## src/rtl/rot_unit_param.sv

```systemverilog
// Rotate / shift / mask-insert execution unit, XLEN = 32 or 64.
// Operand bit 0 is the MSB (big-endian numbering), so architectural bit i
// lives at vector index XLEN-1-i. There are three elastic register stages:
// S0 captures the operands, S1 rotates and builds the mask, S2 merges and
// computes CR0/CA, and S2 also drives the outputs.
module rot_unit_param #(
  parameter int XLEN           = 32,
  parameter int RS_ID_WIDTH    = 5,
  parameter int REG_ADDR_WIDTH = 5,
  localparam int SH_W          = $clog2(XLEN)
) (
  input  logic                      clk,
  input  logic                      rst,
  input  logic                      flush,
  input  logic                      input_valid,
  output logic                      input_ready,
  input  logic [RS_ID_WIDTH-1:0]    rs_id_in,
  input  logic [REG_ADDR_WIDTH-1:0] result_reg_addr_in,
  input  logic [XLEN-1:0]           op1,
  input  logic [SH_W:0]             op2,
  input  logic [XLEN-1:0]           target,
  input  logic                      so_in,
  input  logic [2:0]                mode,
  input  logic [SH_W-1:0]           mb,
  input  logic [SH_W-1:0]           me,
  input  logic                      alter_cr0,
  output logic                      output_valid,
  input  logic                      output_ready,
  output logic [RS_ID_WIDTH-1:0]    rs_id_out,
  output logic [REG_ADDR_WIDTH-1:0] result_reg_addr_out,
  output logic [XLEN-1:0]           result,
  output logic [3:0]                cr0,
  output logic                      cr0_valid,
  output logic                      ca,
  output logic                      ca_valid
);

  typedef enum logic [2:0] {
    OP_RLM = 3'd0,
    OP_RLI = 3'd1,
    OP_SL  = 3'd2,
    OP_SRL = 3'd3,
    OP_SRA = 3'd4
  } op_e;

  localparam logic [SH_W-1:0] LAST = SH_W'(XLEN - 1);

  // Ones in architectural bits b..e; wraps around when b > e.
  function automatic logic [XLEN-1:0] gen_mask(input logic [SH_W-1:0] b,
                                               input logic [SH_W-1:0] e);
    logic [XLEN-1:0] m;
    m = '0;
    for (int unsigned i = 0; i < XLEN; i++) begin
      if (b <= e) m[XLEN-1-i] = (i >= 32'(b)) && (i <= 32'(e));
      else        m[XLEN-1-i] = (i >= 32'(b)) || (i <= 32'(e));
    end
    return m;
  endfunction

  // Stage state
  logic                      s0_valid, s1_valid;
  logic [RS_ID_WIDTH-1:0]    s0_tag, s1_tag;
  logic [REG_ADDR_WIDTH-1:0] s0_addr, s1_addr;
  logic [XLEN-1:0]           s0_op1, s0_target, s1_target;
  logic [SH_W:0]             s0_op2;
  logic                      s0_so, s1_so, s0_alter, s1_alter;
  logic [SH_W-1:0]           s0_mb, s0_me;
  op_e                       s0_mode, s1_mode;
  logic [XLEN-1:0]           s1_rot, s1_mask;
  logic                      s1_big, s1_nz, s1_sign;

  logic adv0, adv1, adv2;
  op_e  in_kind;

  // Elastic advance chain; input_ready never looks at input_valid.
  assign adv2        = !output_valid || output_ready;
  assign adv1        = !s1_valid || adv2;
  assign adv0        = !s0_valid || adv1;
  assign input_ready = adv0;

  // Reserved mode encodings fold onto rotate-AND-mask.
  always_comb begin
    in_kind = OP_RLM;
    case (mode)
      3'd1:    in_kind = OP_RLI;
      3'd2:    in_kind = OP_SL;
      3'd3:    in_kind = OP_SRL;
      3'd4:    in_kind = OP_SRA;
      default: in_kind = OP_RLM;
    endcase
  end

  // S1 combinational: rotate amount, mask bounds, rotation.
  logic [SH_W-1:0]   n_lo, amt, m_b, m_e;
  logic [2*XLEN-1:0] dbl;
  logic [XLEN-1:0]   rot_c, mask_c;

  // Shifts are rotates with a derived mask; right shifts rotate by -n mod XLEN.
  always_comb begin
    n_lo = s0_op2[SH_W-1:0];
    amt  = n_lo;
    m_b  = s0_mb;
    m_e  = s0_me;
    case (s0_mode)
      OP_SL: begin
        m_b = '0;
        m_e = LAST - n_lo;
      end
      OP_SRL, OP_SRA: begin
        amt = SH_W'(0) - n_lo;
        m_b = n_lo;
        m_e = LAST;
      end
      default: ;
    endcase
    dbl    = {s0_op1, s0_op1} << amt;
    rot_c  = dbl[2*XLEN-1:XLEN];
    mask_c = gen_mask(m_b, m_e);
  end

  // S2 combinational: merge, CR0 and carry.
  logic [XLEN-1:0] fill, res_c;
  logic [3:0]      cr0_c;
  logic            ca_c;

  // Select the merge rule per operation and derive flags from the result.
  always_comb begin
    fill  = {XLEN{s1_sign}};
    res_c = s1_rot & s1_mask;
    case (s1_mode)
      OP_RLI:        res_c = (s1_rot & s1_mask) | (s1_target & ~s1_mask);
      OP_SL, OP_SRL: res_c = s1_big ? '0 : (s1_rot & s1_mask);
      OP_SRA:        res_c = s1_big ? fill : ((s1_rot & s1_mask) | (fill & ~s1_mask));
      default:       res_c = s1_rot & s1_mask;
    endcase
    ca_c  = (s1_mode == OP_SRA) && s1_sign &&
            (s1_big ? s1_nz : |(s1_rot & ~s1_mask));
    cr0_c = {res_c[XLEN-1], !res_c[XLEN-1] && (res_c != '0), res_c == '0, s1_so};
  end

  // Valid bits: reset beats flush, flush kills every stage including the
  // operation handshaking this cycle.
  always_ff @(posedge clk) begin
    if (rst || flush) begin
      s0_valid     <= 1'b0;
      s1_valid     <= 1'b0;
      output_valid <= 1'b0;
    end else begin
      if (adv0) s0_valid     <= input_valid;
      if (adv1) s1_valid     <= s0_valid;
      if (adv2) output_valid <= s1_valid;
    end
  end

  // S0/S1 data registers; contents are only meaningful under their valid.
  always_ff @(posedge clk) begin
    if (adv0) begin
      s0_tag    <= rs_id_in;
      s0_addr   <= result_reg_addr_in;
      s0_op1    <= op1;
      s0_op2    <= op2;
      s0_target <= target;
      s0_so     <= so_in;
      s0_mode   <= in_kind;
      s0_mb     <= mb;
      s0_me     <= me;
      s0_alter  <= alter_cr0;
    end
    if (adv1) begin
      s1_tag    <= s0_tag;
      s1_addr   <= s0_addr;
      s1_rot    <= rot_c;
      s1_mask   <= mask_c;
      s1_big    <= s0_op2[SH_W];
      s1_nz     <= |s0_op1;
      s1_sign   <= s0_op1[XLEN-1];
      s1_target <= s0_target;
      s1_so     <= s0_so;
      s1_alter  <= s0_alter;
      s1_mode   <= s0_mode;
    end
  end

  // Output stage registers; hold while stalled.
  always_ff @(posedge clk) begin
    if (rst) begin
      result              <= '0;
      cr0                 <= '0;
      ca                  <= 1'b0;
      cr0_valid           <= 1'b0;
      ca_valid            <= 1'b0;
      rs_id_out           <= '0;
      result_reg_addr_out <= '0;
    end else if (adv2) begin
      result              <= res_c;
      cr0                 <= cr0_c;
      ca                  <= ca_c;
      cr0_valid           <= s1_alter;
      ca_valid            <= (s1_mode == OP_SRA);
      rs_id_out           <= s1_tag;
      result_reg_addr_out <= s1_addr;
    end
  end

endmodule
```

## config.mk

```make
export PLATFORM = sky130hd
export DESIGN_NAME = rot_unit_param
export DESIGN_NICKNAME = d
export VERILOG_FILES = /design/src/rtl/rot_unit_param.sv
export SDC_FILE = /design/constraint.sdc
export NUM_CORES = 1
export LEC_CHECK = 0
export CELL_PAD_IN_SITES_DETAIL_PLACEMENT = 0
export CELL_PAD_IN_SITES_GLOBAL_PLACEMENT = 2
export CORE_UTILIZATION = 38
export DETAILED_ROUTE_END_ITERATION = 16
export GPL_TIMING_DRIVEN = 0
export PLACE_DENSITY = 0.83
export SETUP_SLACK_MARGIN = 0.5
export SYNTH_ARGS = -nofsm -noshare
export SYNTH_HDL_FRONTEND = slang
export SYNTH_SLANG_ARGS = --single-unit
```

## constraint.sdc

```tcl
create_clock -name clk -period 9.3 [get_ports clk]
set_input_delay 2.79 -clock clk [delete_from_list [all_inputs] [get_ports clk]]
set_output_delay 2.79 -clock clk [all_outputs]
set_load 0.01 [all_outputs]
```

### Word level (Yosys, flattened, before mapping)

Index checks and enable logic that the tools add are counted.

| word-level totals | value |
|---|---|
| word-level logic and storage cells | 231 |
| register bits after elaboration | 261 |

| operators by class | value |
|---|---|
| order comparisons | 63 |
| multiplexer cells | 38 |
| shifts and indexed selects | 1 |
| $add $sub $neg | 2 |
| eq/ne operators | 11 |
| bitwise gates (word level) | 7 |
| reductions and logical operators | 77 |

Operators with widths:

| operator | number |
|---|---|
| $and 32x32->32 | 4 |
| $pmux 32 s3 | 1 |
| $le 5x5->1 const A | 16 |
| $ge 5x5->1 const A | 15 |
| $mux 32 | 2 |
| $or 32x32->32 | 2 |
| $reduce_or 32->1 | 2 |
| $shl 64x5->64 | 1 |
| $ge 4x5->1 const A | 8 |
| $le 4x5->1 const A | 8 |
| $logic_or 1x1->1 | 34 |
| $logic_and 1x1->1 | 33 |
| $logic_not 32->1 | 1 |
| $not 32->32 | 1 |
| $reduce_bool 32->1 | 1 |
| $mux 1 | 31 |
| $ge 3x5->1 const A | 4 |
| $le 3x5->1 const A | 4 |
| $pmux 5 s2 | 2 |
| $eq 3x2->1 const B | 6 |
| $pmux 3 s4 | 1 |
| $ge 1x5->1 const A | 2 |
| $ge 2x5->1 const A | 2 |
| $le 2x5->1 const A | 2 |
| 9 further kinds | 16 |

### Logic depth before layout (Yosys ltp)

| depth | value |
|---|---|
| depth in word-level cells | 7 |
| depth in mapped cells | 12 |
| mapped depth without buffers | 10 |

### Worst setup path before layout

No wires, ideal clock.

| timing path | value |
|---|---|
| path kind | input port to output port |
| from | in output_ready |
| to | out input_ready |
| stages | 3 |
| path buffers | 1 |
| data arrival time | 5533 ps |
| path slack | 977 ps |
| data required time | 6510 ps |
| cell sequence | nor2b_1 > clkbuf_1 > nand3_1 |

| on the way | value |
|---|---|
| word-level cells in the longest chain between the ends | 3 |

Ends and longest elaborated chain:

| element | line | text |
|---|---|---|
| start: declaration | 28 | `input logic output_ready,` |
| $logic_or 1x1->1 | 76 | `assign adv2 = !output_valid \|\| output_ready;` |
| $logic_or 1x1->1 | 77 | `assign adv1 = !s1_valid \|\| adv2;` |
| $logic_or 1x1->1 | 78 | `assign adv0 = !s0_valid \|\| adv1;` |
| end: declaration | 16 | `output logic input_ready,` |

No other way between the ends.

### Worst setup path in the final report

Ends and elaborated chain as after synthesis.

==> summary.md <==
| Metric | Value |
|---|---|
| Run status | `finished, final reports clean` |
| Clock buffers created by TritonCTS | `28` |
| Mean Syn Cell Area | `12.1 um^2` |
| F_max | `121 MHz` |
| Register area share after synthesis | `0.576` |
| Initial Util | `0.388` |
| Antenna cells | `0` |
| Worst R2R Start | `s0_mode[1]$_DFFE_PP_` |
| Hold_sp | `s0_target[13]$_DFFE_PP_` |
| Yosys Warn Count | `0` |
| Worst hold stages | `0` |
| DIE AREA | `34100 um^2` |
| # IOs | `151` |
| Via/cell ratio | `5.65` |
| Die X | `185 um` |
| Flop2flop setup slack | `5.05 ns` |
| Antenna viol nets, final | `0` |
| H-tree levels | `1` |
| Max stage delay on crit path | `0.68 ns` |
| Async S/R FF share, synth | `0` |
| Setup crit end kind | `output pin` |
| Syn Std Cell Area | `12700 um^2` |
| Worst setup path startpoint | `output_ready` |
| GRT Residual Overflow | `0` |
| Most Frequent Cell on Critical Path | `clkdlybuf4s50_1` |
| Via count | `9581` |
| # rows | `66` |
| Clock Path Buffers | `3` |
| VDD IR max | `0.000147 V` |
| Worst-Skew Late Latency | `0.55 ns` |
| Vias in the first global route | `9132` |
| Period utilization | `0.888` |
| Hold path endpoint | `s1_target[13]$_DFFE_PP_` |
| RSZ-0062 raised after global routing | `no` |
| Largest net degree at the start of global routing | `68` |
| Die Ht | `185 um` |
| Inst Count DP | `1643` |
| Global-route wire length before repair | `55.1 mm` |
| CP Buf/Inv Count | `3` |
| Worst r2r dst | `s1_mask[20]$_DFFE_PP_` |
| Total Nets Final | `1335` |
| Clock root cell | `clkbuf_16` |
| Uppermost layer routed | `met4` |
| CP Class | `in -> out` |
| Worst EP required | `6.51 ns` |
| Commonest non-fill, non-tap cell in the layout | `edfxtp_1` |
| Final HPWL from detailed placement | `27.8 mm` |
| Design Power | `3270 uW` |
| Syn nets | `1154` |
| Met2 wire len | `16.6 mm` |
| Slew of the pin with the lowest slew margin | `0.894 ns` |
| CTS clk-pin slew, worst paths | `0.06 ns` |
| Fraction of layout cells with a size suffix above 1 | `0.111` |
| Final Util | `0.481` |
| Crit-path cells | `clkdlybuf4s50_1 > nor2b_1 > clkbuf_1 > nand3_4 > clkdlybuf4s50_1` |
| CP max stage cell | `clkdlybuf4s50_1` |
| Fin Hold WS | `0.418 ns` |
| Metal3 WL | `2.85 mm` |
| DRT iter0 DRCs | `883` |
| Post-Synthesis Cells | `1050` |
| GRT Resource Usage Total | `0.215` |
| # hold bufs at CTS | `0` |
| Area growth, synth to finish | `24.0%` |
| Fin. Hold Viols | `0` |
| Flip-flop and latch area | `7300 um^2` |
| Synth Flop Type | `edfxtp_1` |
| Seq cells post-synth | `260` |
| Area of the multi-input gates | `4900 um^2` |
| Core area | `32700 um^2` |
| Non-filler cells, final | `1695` |
| Setup bufs post-CTS | `0` |
| Fin crit period | `8.26 ns` |
| PwrDens | `208 nW/um^2` |
| Residual DRC | `0` |
| Pre-Repair DR Iteration Count | `5` |
| Initial antenna violation count | `0` |
| RePlAce Congestion | `0.906` |
| Buffers on Ports | `149` |
| Crit path max-delay family | `buffers and inverters` |
| CTS resizes | `0` |
| Maximum fanout along the worst path | `43` |
| Max-slew violation count | `0` |
| Max Cap Viol | `0` |
| TritonCTS clock tree | `done` |
| Most frequent cells in the layout | `209 x edfxtp_1, 149 x clkdlybuf4s50_1, 84 x nand2_1` |
| Worst EP arrival | `5.47 ns` |
| Met1 WL | `16.8 mm` |
| EDFF count, synth | `209` |
| WL/cell | `21.7 um` |
| Cells on worst reg2reg path | `11` |
| Filler Cell Count | `3033` |
| Fin Clk Skew | `0.0150 ns` |
| Post-Route WL | `36.8 mm` |
| Final setup fails | `0` |
| HP Class | `reg -> reg` |
| Worst Setup Start Kind | `primary input` |
| Clock Sinks | `260` |
| Post-synth cell types | `67` |
| Pleak | `0.00574 uW` |
| Slew HR | `0.398` |
[per-layer routing]
metal  track usage  up-vias
li1              -     4446
met1         0.316     4686
met2         0.331      404
met3        0.0371       45
met4        0.0436        0
met5             0        -
[cells by family (layout without fill, tap and decap cells)]
logic type	Yosys count	in the layout	share of synthesized area
adder cells (fa/ha/maj)	34	34	0.0276
buffers and inverters	124	327	0.0397
AO/OA/AOI/OAI	274	274	0.152
multiplexers	84	84	0.0982
flip-flops	260	260	0.576
XOR/XNOR	5	5	0.00345
AND/OR/NAND/NOR	269	269	0.104
[registers in the layout (all words and copies together), names as in the netlist, 3 cells and up]
register / flops
s0_target: 32
s0_op1: 32
cr0: 3
result: 32
s0_mode: 3
s1_mode: 3
s1_target: 32
s0_op2: 6
s1_tag: 5
s0_addr: 5
s1_rot: 32
s0_tag: 5
result_reg_addr_out: 5
rs_id_out: 5
s0_mb: 5
s1_mask: 32
s1_addr: 5
s0_me: 5
[worst max path at each step]
stage / to / slack [ns] / cells after the start
after global placement: input_ready / -2.21 / 5
after detailed placement: input_ready / 0.97 / 5
final: input_ready / 1.04 / 5
after floorplan: input_ready / 0.98 / 3
after CTS: input_ready / 0.96 / 5
after global routing: input_ready / 0.80 / 5
[Yosys cell counts (all sizes together), types with 3 or more instances]
master,instances,share of area
and2,3,0.0015
clkbuf,55,0.016
or2,6,0.0030
a2111oi,3,0.0021
nand2b,12,0.0059
a32oi,4,0.0028
mux2i,22,0.017
a21oi,52,0.021
buf,22,0.0095
nor2b,9,0.0044
maj3,30,0.024
nor3b,3,0.0018
nand2,85,0.025
a211oi,26,0.015
dfxtp,51,0.081
a311oi,15,0.010
and3,4,0.0020
ha,4,0.0039
nor3,25,0.0099
a22oi,50,0.030
nand3b,22,0.013
a31oi,18,0.0089
nor4,10,0.0049
and4,3,0.0021
nand3,8,0.0032
mux2,33,0.029
inv,47,0.014
a21o,6,0.0036
nand4,4,0.0020
nor2,67,0.020
a221oi,19,0.013
o21ai,30,0.012
edfxtp,209,0.50
a22o,6,0.0041
a211o,3,0.0021
a31o,3,0.0021
o221ai,5,0.0035
o22ai,10,0.0049
and3b,3,0.0021
xnor2,4,0.0028
mux4,29,0.052
[where the power goes]
part / internal (uW) / switching (uW) / total [uW]
registers: 1410 / 151 / 1560
logic: 292 / 314 / 605
clock network: 650 / 453 / 1100
total: 2360 / 917 / 3270
[layout make-up]
class / instances / area share
Buffer: 77 / 0.0208
Clock buffer: 41 / 0.0506
Clock inverter: 11 / 0.00780
Inverter: 47 / 0.0112
Multi-Input combinational cell: 666 / 0.312
Sequential cell: 260 / 0.464
Tap cell: 442 / 0.0352
Timing Repair Buffer: 151 / 0.0984
[through the flow]
stage          setup TNS (ns)  setup WS (ns)  instance area (um^2)
2_1_floorplan               0          0.977                 12700
3_3_place_gp            -2.21          -2.21                 14700
3_5_place_dp                0          0.975                 14800
4_1_cts                     0          0.963                 15700
5_1_grt                     0          0.800                 15700
6_report                    0           1.04                 15700
Power figures use the tool's default switching activity.
